**src/rtl/talco_pkg.sv**
```systemverilog
// ----------------------------------------------------------------------------
// talco_pkg
//
// Shared definitions for the X-Drop scoring-parameter loader.
//   - state_e         : loader FSM states
//   - NUM_PARAMS      : words per parameter set (fixed at 13)
//   - IDX_*           : word index of each parameter within a set; word k sits
//                       at slice [(13-k)*W-1 : (12-k)*W] of the packed bus
//   - DEF_*           : power-on default scores (used when
//                       TALCO_PARAM_DEFAULT_EN is defined)
//   - default_word()  : default score for a given word index
// ----------------------------------------------------------------------------
package talco_pkg;

    typedef enum logic [1:0] {
        StIdle,
        StLoad,
        StFull,
        StCommitWait
    } state_e;

    localparam int unsigned NUM_PARAMS = 13;

    localparam int unsigned IDX_AA      = 0;
    localparam int unsigned IDX_AC      = 1;
    localparam int unsigned IDX_AG      = 2;
    localparam int unsigned IDX_AT      = 3;
    localparam int unsigned IDX_CC      = 4;
    localparam int unsigned IDX_CG      = 5;
    localparam int unsigned IDX_CT      = 6;
    localparam int unsigned IDX_GG      = 7;
    localparam int unsigned IDX_GT      = 8;
    localparam int unsigned IDX_TT      = 9;
    localparam int unsigned IDX_N       = 10;
    localparam int unsigned IDX_GAP_OPN = 11;
    localparam int unsigned IDX_GAP_EXT = 12;

    localparam int DEF_MATCH    = 2;
    localparam int DEF_MISMATCH = -1;
    localparam int DEF_N        = -1;
    localparam int DEF_GAP_OPEN = -3;
    localparam int DEF_GAP_EXT  = -1;

    // Default score for word index idx; anything not a match, N or gap entry
    // is a mismatch.
    function automatic int default_word(input int unsigned idx);
        int val;
        case (idx)
            IDX_AA, IDX_CC, IDX_GG, IDX_TT: val = DEF_MATCH;
            IDX_N:                          val = DEF_N;
            IDX_GAP_OPN:                    val = DEF_GAP_OPEN;
            IDX_GAP_EXT:                    val = DEF_GAP_EXT;
            default:                        val = DEF_MISMATCH;
        endcase
        return val;
    endfunction

endpackage

```
**src/rtl/xdrop_param_loader.sv**
```systemverilog
// ----------------------------------------------------------------------------
// xdrop_param_loader
//
// Collects a 13-word scoring-parameter set over a valid/ready stream into a
// shadow register, then copies it onto the active parameter bus on request,
// but only while the aligner is idle, so PEs never see a mid-run change.
//
// Ports:
//   clk_i           clock, rising edge
//   rst_i           synchronous active-high reset
//   cfg_valid_i     cfg_data_i holds a word
//   cfg_ready_o     loader accepts a word (decoded from state, low in reset)
//   cfg_data_i      parameter word, PE_WIDTH bits, two's complement
//   cfg_last_i      final word of a set
//   commit_req_i    single-cycle request to commit shadow to active
//   align_busy_i    aligner running; commits are held off while high
//   commit_done_o   one-cycle pulse after active bus update
//   cfg_error_o     one-cycle pulse after a malformed set
//   params_valid_o  active bus holds a committed (or default) set
//   active_param_o  {AA,AC,AG,AT,CC,CG,CT,GG,GT,TT,N,gap_open,gap_extend},
//                   AA in the MSBs
//
// Configuration macro: TALCO_PARAM_DEFAULT_EN
//   defined   - reset loads the default score set, params_valid_o=1
//   undefined - reset clears the active bus, params_valid_o=0
// ----------------------------------------------------------------------------
module xdrop_param_loader
    import talco_pkg::*;
#(
    parameter int unsigned PE_WIDTH = 16
) (
    input  logic                           clk_i,
    input  logic                           rst_i,
    input  logic                           cfg_valid_i,
    output logic                           cfg_ready_o,
    input  logic [PE_WIDTH-1:0]            cfg_data_i,
    input  logic                           cfg_last_i,
    input  logic                           commit_req_i,
    input  logic                           align_busy_i,
    output logic                           commit_done_o,
    output logic                           cfg_error_o,
    output logic                           params_valid_o,
    output logic [NUM_PARAMS*PE_WIDTH-1:0] active_param_o
);

    localparam int unsigned SetWidth = NUM_PARAMS * PE_WIDTH;
    localparam int unsigned CntW     = $clog2(NUM_PARAMS);
    localparam int unsigned IdxW     = $clog2(SetWidth);
    localparam logic [CntW-1:0] LastIdx = CntW'(NUM_PARAMS - 1);

`ifdef TALCO_PARAM_DEFAULT_EN
    // Truncating the int keeps two's complement, i.e. sign-extends to PE_WIDTH.
    function automatic logic [SetWidth-1:0] default_set();
        logic [SetWidth-1:0] s;
        s = '0;
        for (int k = 0; k < NUM_PARAMS; k++) begin
            s[(NUM_PARAMS-1-k)*PE_WIDTH +: PE_WIDTH] =
                PE_WIDTH'(default_word(int unsigned'(k)));
        end
        return s;
    endfunction

    localparam logic [SetWidth-1:0] RstActive = default_set();
    localparam logic                RstValid  = 1'b1;
`else
    localparam logic [SetWidth-1:0] RstActive = '0;
    localparam logic                RstValid  = 1'b0;
`endif

    state_e                state_q;
    logic [CntW-1:0]       cnt_q;
    logic [SetWidth-1:0]   shadow_q;
    logic [SetWidth-1:0]   active_q;
    logic                  params_valid_q;
    logic                  commit_done_q;
    logic                  cfg_error_q;

    logic                  accepting;
    logic                  beat;
    logic                  commit_fire;
    logic [IdxW-1:0]       word_lsb;

    always_comb begin
        accepting   = (state_q == StIdle) || (state_q == StLoad);
        beat        = cfg_valid_i && accepting && !rst_i;
        // Commit straight from FULL when the aligner is idle, or from
        // COMMIT_WAIT as soon as it goes idle; requests elsewhere are ignored.
        commit_fire = !align_busy_i &&
                      (((state_q == StFull) && commit_req_i) || (state_q == StCommitWait));
        // Word k lands at bit offset (12-k)*PE_WIDTH so word 0 is in the MSBs.
        word_lsb    = IdxW'(32'(LastIdx - cnt_q) * PE_WIDTH);
    end

    always_ff @(posedge clk_i) begin
        if (rst_i) begin
            state_q        <= StIdle;
            cnt_q          <= '0;
            shadow_q       <= '0;
            active_q       <= RstActive;
            params_valid_q <= RstValid;
            commit_done_q  <= 1'b0;
            cfg_error_q    <= 1'b0;
        end else begin
            commit_done_q <= 1'b0;
            cfg_error_q   <= 1'b0;

            unique case (state_q)
                StIdle, StLoad: begin
                    if (beat) begin
                        shadow_q[word_lsb +: PE_WIDTH] <= cfg_data_i;
                        if (cnt_q == LastIdx) begin
                            cnt_q <= '0;
                            if (cfg_last_i) begin
                                state_q <= StFull;
                            end else begin
                                state_q     <= StIdle;
                                cfg_error_q <= 1'b1;
                            end
                        end else if (cfg_last_i) begin
                            // Short set (including a single word): drop it.
                            cnt_q       <= '0;
                            state_q     <= StIdle;
                            cfg_error_q <= 1'b1;
                        end else begin
                            cnt_q   <= cnt_q + CntW'(1);
                            state_q <= StLoad;
                        end
                    end
                end

                StFull: begin
                    if (commit_fire) begin
                        active_q       <= shadow_q;
                        params_valid_q <= 1'b1;
                        commit_done_q  <= 1'b1;
                        state_q        <= StIdle;
                    end else if (commit_req_i) begin
                        state_q <= StCommitWait;
                    end
                end

                StCommitWait: begin
                    if (commit_fire) begin
                        active_q       <= shadow_q;
                        params_valid_q <= 1'b1;
                        commit_done_q  <= 1'b1;
                        state_q        <= StIdle;
                    end
                end

                default: begin
                    state_q <= StIdle;
                    cnt_q   <= '0;
                end
            endcase
        end
    end

    assign cfg_ready_o    = !rst_i && accepting;
    assign commit_done_o  = commit_done_q;
    assign cfg_error_o    = cfg_error_q;
    assign params_valid_o = params_valid_q;
    assign active_param_o = active_q;

endmodule

```
**config.mk**
```make
export PLATFORM = sky130hd
export DESIGN_NAME = xdrop_param_loader
export DESIGN_NICKNAME = d
export VERILOG_FILES = /design/src/rtl/talco_pkg.sv /design/src/rtl/xdrop_param_loader.sv
export SDC_FILE = /design/constraint.sdc
export NUM_CORES = 1
export LEC_CHECK = 0
export ABC_AREA = 1
export CORE_ASPECT_RATIO = 0.7
export CORE_MARGIN = 2
export CORE_UTILIZATION = 50
export DETAILED_ROUTE_END_ITERATION = 8
export PLACE_DENSITY = 0.8
export REMOVE_ABC_BUFFERS = 1
export SLEW_MARGIN = 20
export SYNTH_ARGS = -nofsm -noshare
export SYNTH_HDL_FRONTEND = slang
export SYNTH_SLANG_ARGS = --single-unit
```
**constraint.sdc**
```tcl
create_clock -name clk_i -period 2.4 [get_ports clk_i]
set_input_delay 0.24 -clock clk_i [delete_from_list [all_inputs] [get_ports clk_i]]
set_output_delay 0.24 -clock clk_i [all_outputs]
set_load 0.01 [all_outputs]
```
==> After elaboration in Yosys (flattened, before gate mapping) <==
Cells that the tools add are included.
W data, S select, Z words.
{ "op_classes": {"n_addsub": 3, "n_eq_ne": 7, "n_shift": 2, "muxes": 15, "bitwise": 3, "reduce_logical": 17} }
{ "ops": {"columns": ["operator", "n"], "rows": [
  ["$bwmux W208", 1],
  ["$shift A16 B10 Y208 const A", 1],
  ["$shiftx A16 B10 Y208", 1],
  ["$mux W2", 6],
  ["$neg A8 Y10", 1],
  ["$mux W4", 2],
  ["$pmux W2 S3", 1],
  ["$reduce_or A2 Y1", 3],
  ["$logic_and A1 B1 Y1", 5],
  ["$mux W1", 5],
  ["$add A4 B1 Y4 const B", 1],
  ["$eq A2 B2 Y1 const B", 2],
  ["$eq A4 B4 Y1 const B", 1],
  ["$ne A2 B2 Y1 const B", 2],
  ["$reduce_and A2 Y1", 2],
  ["$sub A4 B4 Y4 const A", 1],
  ["$ne A3 B3 Y1 const B", 1],
  ["$not A1 Y1", 3],
  ["$reduce_and A3 Y1", 1],
  ["$reduce_or A3 Y1", 1],
  ["$eq A2 B1 Y1 const B", 1],
  ["$logic_not A1 Y1", 2],
  ["$logic_not A2 Y1", 1],
  ["$logic_or A1 B1 Y1", 2]
]} }
{ "word_totals": {"register_bits": 425, "in_bits": 22, "word_cells": 54} }

==> Logic depth before layout (Yosys ltp) <==
Gate-level depths: netlist of the first run.
{ "logic_depth": {"ltp_word": 6, "mapped_depth": 15, "mapped_depth_nobuf": 14} }

==> Worst setup path before layout of the first run <==
No wires, ideal clock.
{ "synth_timing": {"kind": "register to register", "startpoint": "register cnt_q[0]", "endpoint": "register shadow_q[144]", "setup_ns": 0.113, "arrival_ns": 2.098, "required_ns": 2.287, "setup_slack_ns": 0.189, "path_stages_with_launch": 14, "path_buffers": 3, "period_less_slack_ns": 2.211, "cell_sequence": "dfxtp_1 -> inv_2 -> ha_1 -> nor2_2 -> nand2_2 -> inv_2 -> nand2_1 -> nand2_2 -> buf_6 -> nand3_1 -> buf_2 -> buf_6 -> nor2_1 -> nor2_1"} }
{ "synth_via": {"elab_chain_len": 4, "elab_cells_between_ends": 5, "classes_between": "add/sub (2); shift (2); mux (1)"} }
{ "synth_rtl": {"columns": ["element", "line", "source"], "rows": [
  ["start: declaration", "xdrop_param_loader.sv:71", "logic [CntW-1:0] cnt_q;"],
  ["start signal: assignment", "xdrop_param_loader.sv:125", "cnt_q <= cnt_q + CntW'(1);"],
  ["$sub A4 B4 Y4 *", "xdrop_param_loader.sv:91", "word_lsb = IdxW'(32'(LastIdx - cnt_q) * PE_WIDTH);"],
  ["$neg A8 Y10 *", "xdrop_param_loader.sv:110", "shadow_q[word_lsb +: PE_WIDTH] <= cfg_data_i;"],
  ["$shiftx A16 B10 Y208 or $shift A16 B10 Y208 (tied branches)", "xdrop_param_loader.sv:110", null],
  ["$bwmux W208 *", "xdrop_param_loader.sv:110", null],
  ["end signal: indexed assignment", "xdrop_param_loader.sv:110", null],
  ["end: declaration", "xdrop_param_loader.sv:72", "logic [SetWidth-1:0] shadow_q;"]
]} }
Every way passes the cells marked *; elsewhere a longest branch is shown, timed or not.
A chain may end at the register's enable or synchronous reset.

==> Worst setup path after layout of the first run <==
{ "layout_timing": {"startpoint": "register cnt_q[0]", "endpoint": "register shadow_q[27]"} }
The elaborated chain is that of the path after synthesis.

==> flow_metrics.tcl, run 1 <==
set metrics [dict create \
    cts_root_buf "clkbuf_16" \
    antenna_found_initial 0 \
    drive_above_1_share_pct 7.18 \
    insertion_delay_ns 0.54 \
    grt_pass1_wl_um 72000 \
    nFillCells 2655 \
    cp-end-kind "flop" \
    ys_ff_latch 425 \
    cts_tree "done" \
    htreeDepth 2 \
    path_clk_slew_ns 0.06 \
    detail-route-antenna-nets 0 \
    start_util_pct 51.3 \
    path_cells "inv_2 -> ha_1 -> nor2_2 -> nand2_2 -> inv_2 -> nand2_1 -> nand2_4 -> inv_2 -> nand3_1 -> buf_6 -> nand2_1 -> nand2_1 -> nor2_1" \
    vdd_drop_max_mv 0.493 \
    hp-class "input pin to flop" \
    finalHoldViolCount 0 \
    holdWs_ns 0.359 \
    path_max_fanout 32 \
    pre_cts_ws_ns -0.0368 \
    synth_warnings 0 \
    critPathTopFamily "simple AND/OR/NAND/NOR gates" \
    crit_arrival_ns 2.63 \
    crit_type "flop to flop" \
    rsz0062_at_grt "no" \
    grt_usage_pct 26.3 \
    avgSynthCellArea_um2 7.39 \
    cts_buffers 40 \
    postLayoutCellArea_um2 20500 \
    dieArea_um2 33700 \
    yosysUniqueCellTypes 28 \
    setup_viol 0 \
    cp_data_required_time_ns 2.83 \
    dieWidth_um 219 \
    fp.dieH_um 154 \
    pin_count 234 \
    p_leak_nw 8.84 \
    cts.sinks 425 \
    drt_wl_total_um 46000 \
    dp_hpwl_um 30000 \
    syn2layout_area_growth_pct 27.2 \
    max_freq_mhz 455 \
    place_congestion 0.851 \
    tightest_slew_ns 0.625 \
    min_period_ns 2.20 \
    syn_area_um2 16100 \
    status "finished clean" \
    cp_slowest_stage_delay_ns 0.37 \
    coreArea_um2 31400 \
    yosysSeqAreaShare_pct 52.8 \
    multi_input_area_um2 6380 \
    finalMaxSlewViolations 0 \
    clockBufferDepth 3 \
    wl_per_cell_um 16.3 \
    grt_max_degree 84 \
    slew_headroom_pct 58.2 \
    gr-total-overflow 0 \
    nNetsFinal 2392 \
    diodes 0 \
    fin_ws_ns 0.201 \
    finalCritPeriodShare_pct 91.6 \
    via_count 14989 \
    rows 54 \
    p_per_area_nw_per_um2 782 \
    post-route-drc-count 0 \
    start_kind "flop" \
    postPlaceCellArea_um2 18900 \
    critPathBufInv 4 \
    grt_pass1_vias 14008 \
    port_buffers 233 \
    syn_inst 2181 \
    utilization_pct 65.3 \
    post_drt_via_cell_ratio 5.32 \
    first_pass_iters 5 \
    dr.first_iter.drc_count 1558 \
    cap_violations 0 \
    tns_ns 0 \
    fin_skew_ns 0.00894 \
    slowest_stage "ha_1" \
    final-seq-area_um2 8510 \
]
-- cells in the final DEF (no fill, tap or decap), types with 9 or more instances in the layout --
cell | synthesis | routed
inv_1 | 148 | 147
a21oi_1 | 179 | 179
buf_12 | 0 | 16
clkbuf_16 | 0 | 41
nand4_1 | 35 | 35
clkbuf_8 | 0 | 10
nand3_1 | 33 | 33
nand2_1 | 318 | 317
buf_4 | 4 | 43
nand3_2 | 13 | 13
clkdlybuf4s50_1 | 0 | 232
dfxtp_1 | 425 | 424
inv_2 | 10 | 9
nor2_1 | 559 | 559
o21ai_0 | 280 | 280
-- through the flow --
stage	std cells	total power, mW
6_report	2815	16.0
5_1_grt	2815	16.6
4_1_cts	2810	16.1
3_5_place_dp	2734	9.11
3_3_place_gp	2734	9.07
2_1_floorplan	2025	8.33
-- final timing paths --
path                 start                  end  slack, ns  cells after the start
max               cnt_q[0]         shadow_q[27]       0.20                     13
min                  rst_i        shadow_q[191]       0.36                      4
max reg2reg       cnt_q[0]         shadow_q[27]       0.20                     13
min reg2reg  shadow_q[156]  active_param_o[156]       0.45                      2
-- layer usage --
| metal | global-route usage (%) | routed length [um] |
|---|---|---|
| met3 | 4.25 | 3480 |
| met1 | 36.0 | 20400 |
| met4 | 8.43 | 1240 |
| met5 | 0 | 0 |
| met2 | 42.8 | 20900 |
-- flip-flops by register name, summed over array words and instances, names as in the netlist --
signal / count
state_q: 2
commit_done_o: 1
cfg_error_o: 1
active_param_o: 208
params_valid_o: 1
cnt_q: 4
shadow_q: 208
-- synth_stat cells, drive strengths merged --
library cell	number	area share, %
nor2	564	13
dfxtp	425	53
nand2	322	7.6
o21ai	282	8.8
a21oi	179	5.6
inv	158	3.7
clkbuf	104	2.4
buf	52	1.9
nand3	46	1.8
nand4	35	1.4
ha	7	0.54
nor3	2	0.093
a211oi	1	0.047
nand3b	1	0.047
nor3b	1	0.047
o211ai	1	0.047
o32ai	1	0.054
-- final cells by class --
cell class	instances	share of cell area (%)
clock buffers	54	5.73
clock inverters	20	1.54
inverters	158	2.96
multi-input cells	1443	31.1
flip-flops and latches	425	41.5
well taps	420	2.56
repair buffers	295	14.7
-- kinds of logic (layout without fill, tap and decap cells) --
group | count (synthesis) | in the layout | share of synthesized area [%]
simple gates | 971 | 972 | 24.3
flops | 425 | 425 | 52.8
fa+ha+maj | 7 | 7 | 0.543
compound gates | 464 | 464 | 14.5
buf+inv | 314 | 527 | 7.96
-- power by group --
part / internal (mW) / switching (mW) / total (mW)
clock: 4.31 / 2.74 / 7.05
combinational: 0.640 / 0.914 / 1.55
sequential: 7.30 / 0.132 / 7.43
-- timing repair --
item | 4_1_cts | 5_1_grt
cloned | 0 | 1
setup buffers | 2 | 4
pin swaps | 1 | 1
endpoints found under the hold margin | 0 | 0
setup endpoints to repair | 16 | 112
gates resized for setup | 0 | 7
hold buffers | 0 | 0
-- worst register-to-register path, delay by kind of cell, from the launching register on --
kind / cells / cell delay, ns
adder cells (fa/ha/maj): 1 / 0.37
buffers and inverters: 4 / 0.48
flip-flops: 1 / 0.35
AND/OR/NAND/NOR: 8 / 0.87
No activity file was read; power rests on OpenSTA's default activity.
==> inputs of run 2 (changes only) <==
- SLEW_MARGIN: 20 -> default
==> results of run 2 <==
The final DEF is identical to that of run 1; final timing and power are the same.
==> inputs of run 3 (changes only) <==
- CORE_UTILIZATION: 50 -> 40
- PLACE_DENSITY: 0.8 -> 0.68
- TNS_END_PERCENT: default -> 10
==> flow_metrics.tcl, run 3 (same netlist as run 1, synthesis figures left out) <==
set metrics [dict create \
    status "finished clean" \
    clockBufferDepth 3 \
    rows 61 \
    tightest_slew_ns 0.574 \
    cts_root_buf "clkbuf_16" \
    grt_pass1_vias 13481 \
    finalMaxSlewViolations 0 \
    r2r-end "shadow_q[143]" \
    holdWs_ns 0.382 \
    rrSetupSlack_ns 0.12 \
    path_cells "inv_2 -> ha_1 -> nand2_1 -> inv_1 -> nand3_1 -> nand2_1 -> nor2_8 -> buf_12 -> nand3_1 -> a21oi_1" \
    post-route-drc-count 0 \
    cts_buffers 42 \
    cts_tree "done" \
    final_common_cell "nor2_1" \
    grt_pass1_wl_um 72400 \
    syn2layout_area_growth_pct 27.0 \
    reg2reg_from "cnt_q[0]" \
    antenna_found_initial 0 \
    postLayoutCellArea_um2 20500 \
    drt_wl_total_um 46400 \
    min_period_ns 2.28 \
    dieWidth_um 244 \
    ff2ff_path_depth 10 \
    rsz0062_at_grt "yes" \
    port_buffers 233 \
    dr.first_iter.drc_count 1167 \
    gr-total-overflow 0 \
    crit_type "flop to flop" \
    max_freq_mhz 438 \
    nNetsFinal 2388 \
    via_count 14506 \
    cp.depth 10 \
    post_drt_via_cell_ratio 4.96 \
    path_clk_slew_ns 0.07 \
    cp_data_required_time_ns 2.86 \
    vdd_drop_max_mv 0.515 \
    postPlaceCellArea_um2 19000 \
    detail-route-antenna-nets 0 \
    cap_violations 0 \
    cp_slowest_stage_delay_ns 0.34 \
    fin_skew_ns 0.00898 \
    dp_hpwl_um 30900 \
    pin_count 234 \
    place_congestion 0.821 \
    first_pass_iters 5 \
    slew_headroom_pct 61.7 \
    finalCritPeriodShare_pct 95.2 \
    crit_start "cnt_q[0]" \
    start_kind "flop" \
    grt_max_degree 106 \
    tns_ns 0 \
    drive_above_1_share_pct 6.86 \
    p_per_area_nw_per_um2 771 \
    fp.dieH_um 172 \
    wl_per_cell_um 15.9 \
    dieArea_um2 42000 \
    grt_usage_pct 21.6 \
    diodes 0 \
    p_leak_nw 8.76 \
    crit_arrival_ns 2.74 \
    critPathBufInv 3 \
    cts.sinks 425 \
    finalHoldViolCount 0 \
    cp-end-kind "flop" \
    critPathTopFamily "simple AND/OR/NAND/NOR gates" \
    postCtsHoldBufs 0 \
    insertion_delay_ns 0.55 \
    setup_viol 0 \
    slowest_stage "dfxtp_1" \
    hp-class "input pin to flop" \
    htreeDepth 2 \
    path_max_fanout 46 \
    start_util_pct 40.6 \
    crit_end "shadow_q[143]" \
    nFillCells 3757 \
    coreArea_um2 39800 \
    layout_common_cells "nor2_1 (559), dfxtp_1 (424), nand2_1 (318)" \
]
run 3: layout make-up:
type	instances	area, um2	share of cell area, %
timing repair buffer	290	2910	14.2
multi-input combinational	1442	6360	31.1
inverter	158	608	2.97
tap	535	669	3.27
sequential	425	8510	41.5
clock buffer	55	1210	5.92
clock inverter	20	215	1.05
run 3: how the worst min path moves through the flow:
stage,depth (start not counted),from,to
finish,3,cfg_valid_i,state_q[1]
CTS,3,cfg_valid_i,state_q[1]
detailed placement,2,shadow_q[196],active_param_o[196]
floorplan,1,rst_i,shadow_q[100]
global placement,2,shadow_q[22],active_param_o[22]
global route,4,rst_i,shadow_q[115]
run 3: stage by stage:
stage / power [mW] / setup slack, ns / util, % / std cells
floorplan: 8.33 / -4.78 / - / 2025
global placement: 9.10 / 0.163 / 47.9 / 2849
detailed placement: 9.13 / 0.0636 / 47.9 / 2849
CTS: 16.0 / 0.0489 / 51.5 / 2924
global route: 16.4 / -0.0389 / 51.5 / 2925
finish: 15.8 / 0.115 / 51.5 / 2925
run 3: per-layer routing:
metal	track usage (%)	up-vias	share of wire [%]
li1	-	7262	-
met2	35.1	428	45
met4	6.55	0	2.6
met1	29.4	6739	46
met5	0	-	0
met3	4.00	77	6.3
run 3: worst min-delay path: stages:
cell	delay, ns
clkdlybuf4s50_1	0.42
o21ai_0	0.16
a21oi_1	0.05
run 3: repair_timing:
item	in CTS	in global routing
gates resized for setup	0	3
setup buffers	0	1
setup endpoints to repair	0	48
run 3: report_power, final:
group | switching (mW) | internal (mW) | total, mW
registers | 0.131 | 7.30 | 7.43
clock network | 2.81 | 4.01 | 6.82
logic | 0.903 | 0.639 | 1.54
total | 3.85 | 11.9 | 15.8
==> RTL change 1, RTL diff (config.mk and constraints of run 2) <==
Set the parameter `PE_WIDTH` to 8 (it was 16).
--- a/src/rtl/xdrop_param_loader.sv
+++ b/src/rtl/xdrop_param_loader.sv
@@ -27,7 +27,7 @@
 module xdrop_param_loader
     import talco_pkg::*;
 #(
-    parameter int unsigned PE_WIDTH = 16
+    parameter int unsigned PE_WIDTH = 8
 ) (
     input  logic                           clk_i,
     input  logic                           rst_i,
Interface: changed (resized active_param_o and cfg_data_i); port bits go from 234 to 122. The function was not compared with the original's and may differ.
==> RTL change 1 against run 2 <==
- setup slack worse by 0.048 ns
- first-iteration DRC count down 62%
- die area down 45%
- worst hold slack better by 0.051 ns
- power down 52%
- area after synthesis down 46%
- cell area down 47%
- sequential cell count down 208
- routed wire length down 55%
- sequential share of layout area down 1.3 points
- highest routed layer unchanged
- synthesized cell count down 46%
==> RTL change 1: results (changes against run 2) <==
[drt]
wl_met2_mm = 8.58  ; -59%
drt-initial-drc-count = 587  ; -62%
wl_mm = 20.7  ; -55%
routed-wl-met3_mm = 1.54  ; -56%
vias = 7620  ; -49%

[global_routing]
groute.layer.met3.usage_pct = 4.13  ; -0.12 points
grt_pass1_wl_mm = 34.3  ; -52%
grt_max_degree = 88  ; +4.8%
grt_usage_pct = 22.4  ; -4.0 points
grt_use_met2_pct = 32.9  ; -9.9 points
use_met1_pct = 33.9  ; -2.1 points

[sta]
finalCritPeriodShare_pct = 93.6  ; +2.0 points
finClkSkew_ns = 0.0172  ; +0.00830 ns
tightest_slew_ns = 0.424  ; -0.201 ns

[yosys]
synthArstFlopShare_pct = 0  ; unchanged
synthTopCellsByArea = dfxtp_1 50%, nor2_1 14%, nand2_1 7.4%, o21ai_0 7.2%, a21oi_1 4.9%
synthTopCellsByCount = 325 x nor2_1, 217 x dfxtp_1, 173 x nand2_1
synth_cell_type_count = 30  ; +7.1%
yosysSeqAreaShare_pct = 49.8  ; -3.0 points
synth_cells = 1173  ; -46%

[critical_path]
arrival_ns = 2.67  ; +0.04 ns
reg2regPathDepth = 11  ; -2
reg2reg_from = cnt_q[1]$_SDFFE_PP0P_
critPathMaxFanout = 20  ; -38%
crit_slowest_cell = dfxtp_1
timing.rr.end = shadow_q[73]$_SDFFE_PP0P_
cp_slowest_stage_delay_ns = 0.41  ; +0.04 ns
critPathLaunch = cnt_q[1]$_SDFFE_PP0P_

[outcome]
status = finished clean

[placed_design]
place_hpwl_mm = 13.5  ; -55%
place_area_um2 = 10100  ; -47%
port_buffers = 121  ; -48%

[cts]
numCtsBuffers = 21  ; -48%
clk_latency_ns = 0.50  ; -0.04 ns
h-tree-depth = 1  ; -1
cts_setup_buffers = 0  ; -2

[finish]
fin_nets = 1292  ; -46%
layout-drive-gt1-share_pct = 7.01  ; -0.17 points
fill_cells = 1467  ; -45%
instances_no_fill = 1515  ; -46%

[power]
ir_worst_vdd_mv = 0.465  ; -5.8%
leakage_nw = 4.60  ; -48%

## RTL change 1: cell types whose count changed after synthesis, moves of 19 or more
cell and delta:
buf_2 -19, inv_1 -64, a21oi_1 -93, nor2_1 -234, clkbuf_1 -66, o21ai_0 -155, nand2_1 -145, nand4_1 -31
dfxtp_1 -208, o21bai_1 +19
## RTL change 1: worst min-delay path by stage
stage / startpoint / to / slack, ns / cells after the start
after CTS: cfg_valid_i / state_q[1]$_SDFFE_PP0P_ / 0.41 / 3
after detailed placement: shadow_q[92]$_SDFFE_PP0P_ / active_param_o[92]$_SDFFE_PP0P_ / 0.44 / 2
final: cfg_valid_i / state_q[1]$_SDFFE_PP0P_ / 0.41 / 3
after floorplan: rst_i / commit_done_o$_SDFF_PP0_ / 0.31 / 1
after global routing: cfg_data_i[7] / shadow_q[103]$_SDFFE_PP0P_ / 0.43 / 3
after global placement: shadow_q[85]$_SDFFE_PP0P_ / active_param_o[85]$_SDFFE_PP0P_ / 0.44 / 2
## RTL change 1: power by group
| group | switching [mW] | leakage, nW | total (mW) | internal (mW) |
|---|---|---|---|---|
| Sequential | 0.0661 | 1.76 | 3.79 | 3.73 |
| Combinational | 0.430 | 2.52 | 0.751 | 0.321 |
| Clock | 1.36 | 0.324 | 3.19 | 1.83 |
| Total | 1.86 | 4.60 | 7.73 | 5.87 |
## RTL change 1: kinds of logic after synthesis
logic type      share of synthesized area (%)
simple gates                             27.8
compound gates                           13.9
buf+inv                                  7.50
fa+ha+maj                                1.00
flops                                    49.8
## RTL change 1: layout make-up
type                       instances  area (µm²)  area share, %
sequential                       217        4340           40.2
multi-input combinational        803        3760           34.8
clock buffer                      33         641           5.93
tap                              231         289           2.67
timing repair buffer             139        1410           13.0
clock inverter                     3        21.3          0.197
inverter                          89         342           3.16
==> RTL change 2, RTL diff (settings of run 2) <==
Made on the original files. Reset style: asynchronous (`rst_i`), changed in one clocked block. Comments in the files are not updated.
--- a/src/rtl/xdrop_param_loader.sv
+++ b/src/rtl/xdrop_param_loader.sv
@@ -91,7 +91,7 @@
         word_lsb    = IdxW'(32'(LastIdx - cnt_q) * PE_WIDTH);
     end
 
-    always_ff @(posedge clk_i) begin
+    always_ff @(posedge clk_i or posedge rst_i) begin
         if (rst_i) begin
             state_q        <= StIdle;
             cnt_q          <= '0;
Formal check against the unedited RTL: differs if rst_i is asserted again (counterexample within 4 cycles, from zero or initial values and one cycle with rst_i high); with rst_i held inactive, the same outputs for 4 cycles.
==> RTL change 2 against run 2 <==
- routed wire length increased by 0.42%
- critical endpoint is now shadow_q[71]$_DFFE_PP0P_
- area after synthesis increased by 5.2%
- sequential cell count unchanged
- final cell count decreased by 6.1%
- cell area increased by 4.8%
- count of clock-buffer cells in the layout increased by 4
- highest routed layer unchanged
- maximum frequency decreased by 2.5%
- setup slack got worse by 0.056 ns
Power is not compared: it rests on default switching activity, and its combinational part moved more than twofold at a synthesized area within 25%.
==> RTL change 2: results (changes against run 2) <==
[yosys]
synth_cells = 1951  ; -11%
synthTopCellsByArea = dfrtp_1 63%, nand2_1 22%, nand4_1 2.5%, o21ai_0 2.4%, nor2_1 2.1%
synthArstFlopShare_pct = 100  ; +100 points
synthTopCellsByCount = 998 x nand2_1, 425 x dfrtp_1, 93 x nor2_1
yosysWarnings = 0  ; unchanged
yosysSeqAreaShare_pct = 62.7  ; +9.9 points
synth_compound_area_share_pct = 3.76  ; -11 points
synthAdderAreaFrac_pct = 0.516  ; -0.027 points
ys.flop_type = dfrtp_1

[drt]
drt-vias-per-instance = 5.25  ; -1.3%
wl_per_cell_um = 17.5  ; +6.9%
drt-initial-drc-count = 1171  ; -25%
wl_mm = 46.2  ; +0.42%
routed-wl-met3_mm = 3.64  ; +4.4%
wl_met2_mm = 21.0  ; +0.45%
wl_met1_mm = 20.2  ; -0.62%

[critical_path]
arrival_ns = 2.72  ; +0.09 ns
crit_slowest_cell = nor2_4
reg2regPathDepth = 11  ; -2
critPathMaxFanout = 16  ; -50%

[placed_design]
place_hpwl_mm = 30.1  ; +0.16%
place_area_um2 = 20000  ; +5.7%
place.gp.congestion = 0.899  ; +5.7%

[finish]
layout-drive-gt1-share_pct = 6.97  ; -0.21 points

[global_routing]
grt_pass1_wl_mm = 72.9  ; +1.2%
grt_usage_pct = 26.2  ; -0.14 points
antenna_found_initial = 1  ; +1
grt_max_degree = 87  ; +3.6%

[outcome]
status = finished clean

[cts]
clk_path_buf_depth = 3  ; unchanged
cts_setup_buffers = 0  ; -2
cts_resized = 1  ; +1

[sta]
finClkSkew_ns = 0.0127  ; +0.00371 ns
slew_headroom_pct = 58.2  ; -0.081 points

==> RTL change 2: cell count changes after synthesis, moves of 44 or more <==
cell / delta
inv_1: -61
dfrtp_1: +425
nor2_1: -466
dfxtp_1: -425
o21ai_0: -198
nand2_1: +680
a21oi_1: -175
clkbuf_1: -44
==> RTL change 2: metal layers <==
metal  GRT usage, %  vias up
met5              0        -
met1           36.8     6780
met4           8.89        0
li1               -     6522
met3           5.10       91
met2           41.3      496
==> RTL change 2: path summary, 6_finish.rpt <==
path                                            from                              end  slack, ns
min reg2reg                shadow_q[203]$_DFFE_PP0P_  active_param_o[203]$_DFFE_PP0P_       0.47
min in group clk_i                    cfg_data_i[13]         shadow_q[77]$_DFFE_PP0P_       0.34
max                             cnt_q[1]$_DFFE_PP0P_         shadow_q[71]$_DFFE_PP0P_       0.14
min                                            rst_i   active_param_o[82]$_DFFE_PP0P_       0.24
max in group asynchronous                      rst_i   active_param_o[88]$_DFFE_PP0P_       1.48
max reg2reg                     cnt_q[1]$_DFFE_PP0P_         shadow_q[71]$_DFFE_PP0P_       0.14
==> RTL change 2: kinds of logic (layout without fill, tap and decap cells) <==
logic type,after synthesis,after routing
AO/OA/AOI/OAI,119,119
XOR/XNOR,1,1
adder cells (fa/ha/maj),7,7
buffers and inverters,196,453
flip-flops,425,425
other,0,1
AND/OR/NAND/NOR,1203,1203
==> RTL change 2: final cells by class <==
type | count | area, µm²
Fill cell | 2736 | 12000
Sequential cell | 425 | 10600
Multi-Input combinational cell | 1330 | 5570
Timing Repair Buffer | 292 | 2960
Clock buffer | 58 | 1200
Tap cell | 435 | 544
Inverter | 89 | 347
Clock inverter | 14 | 248
Antenna cell | 1 | 2.50
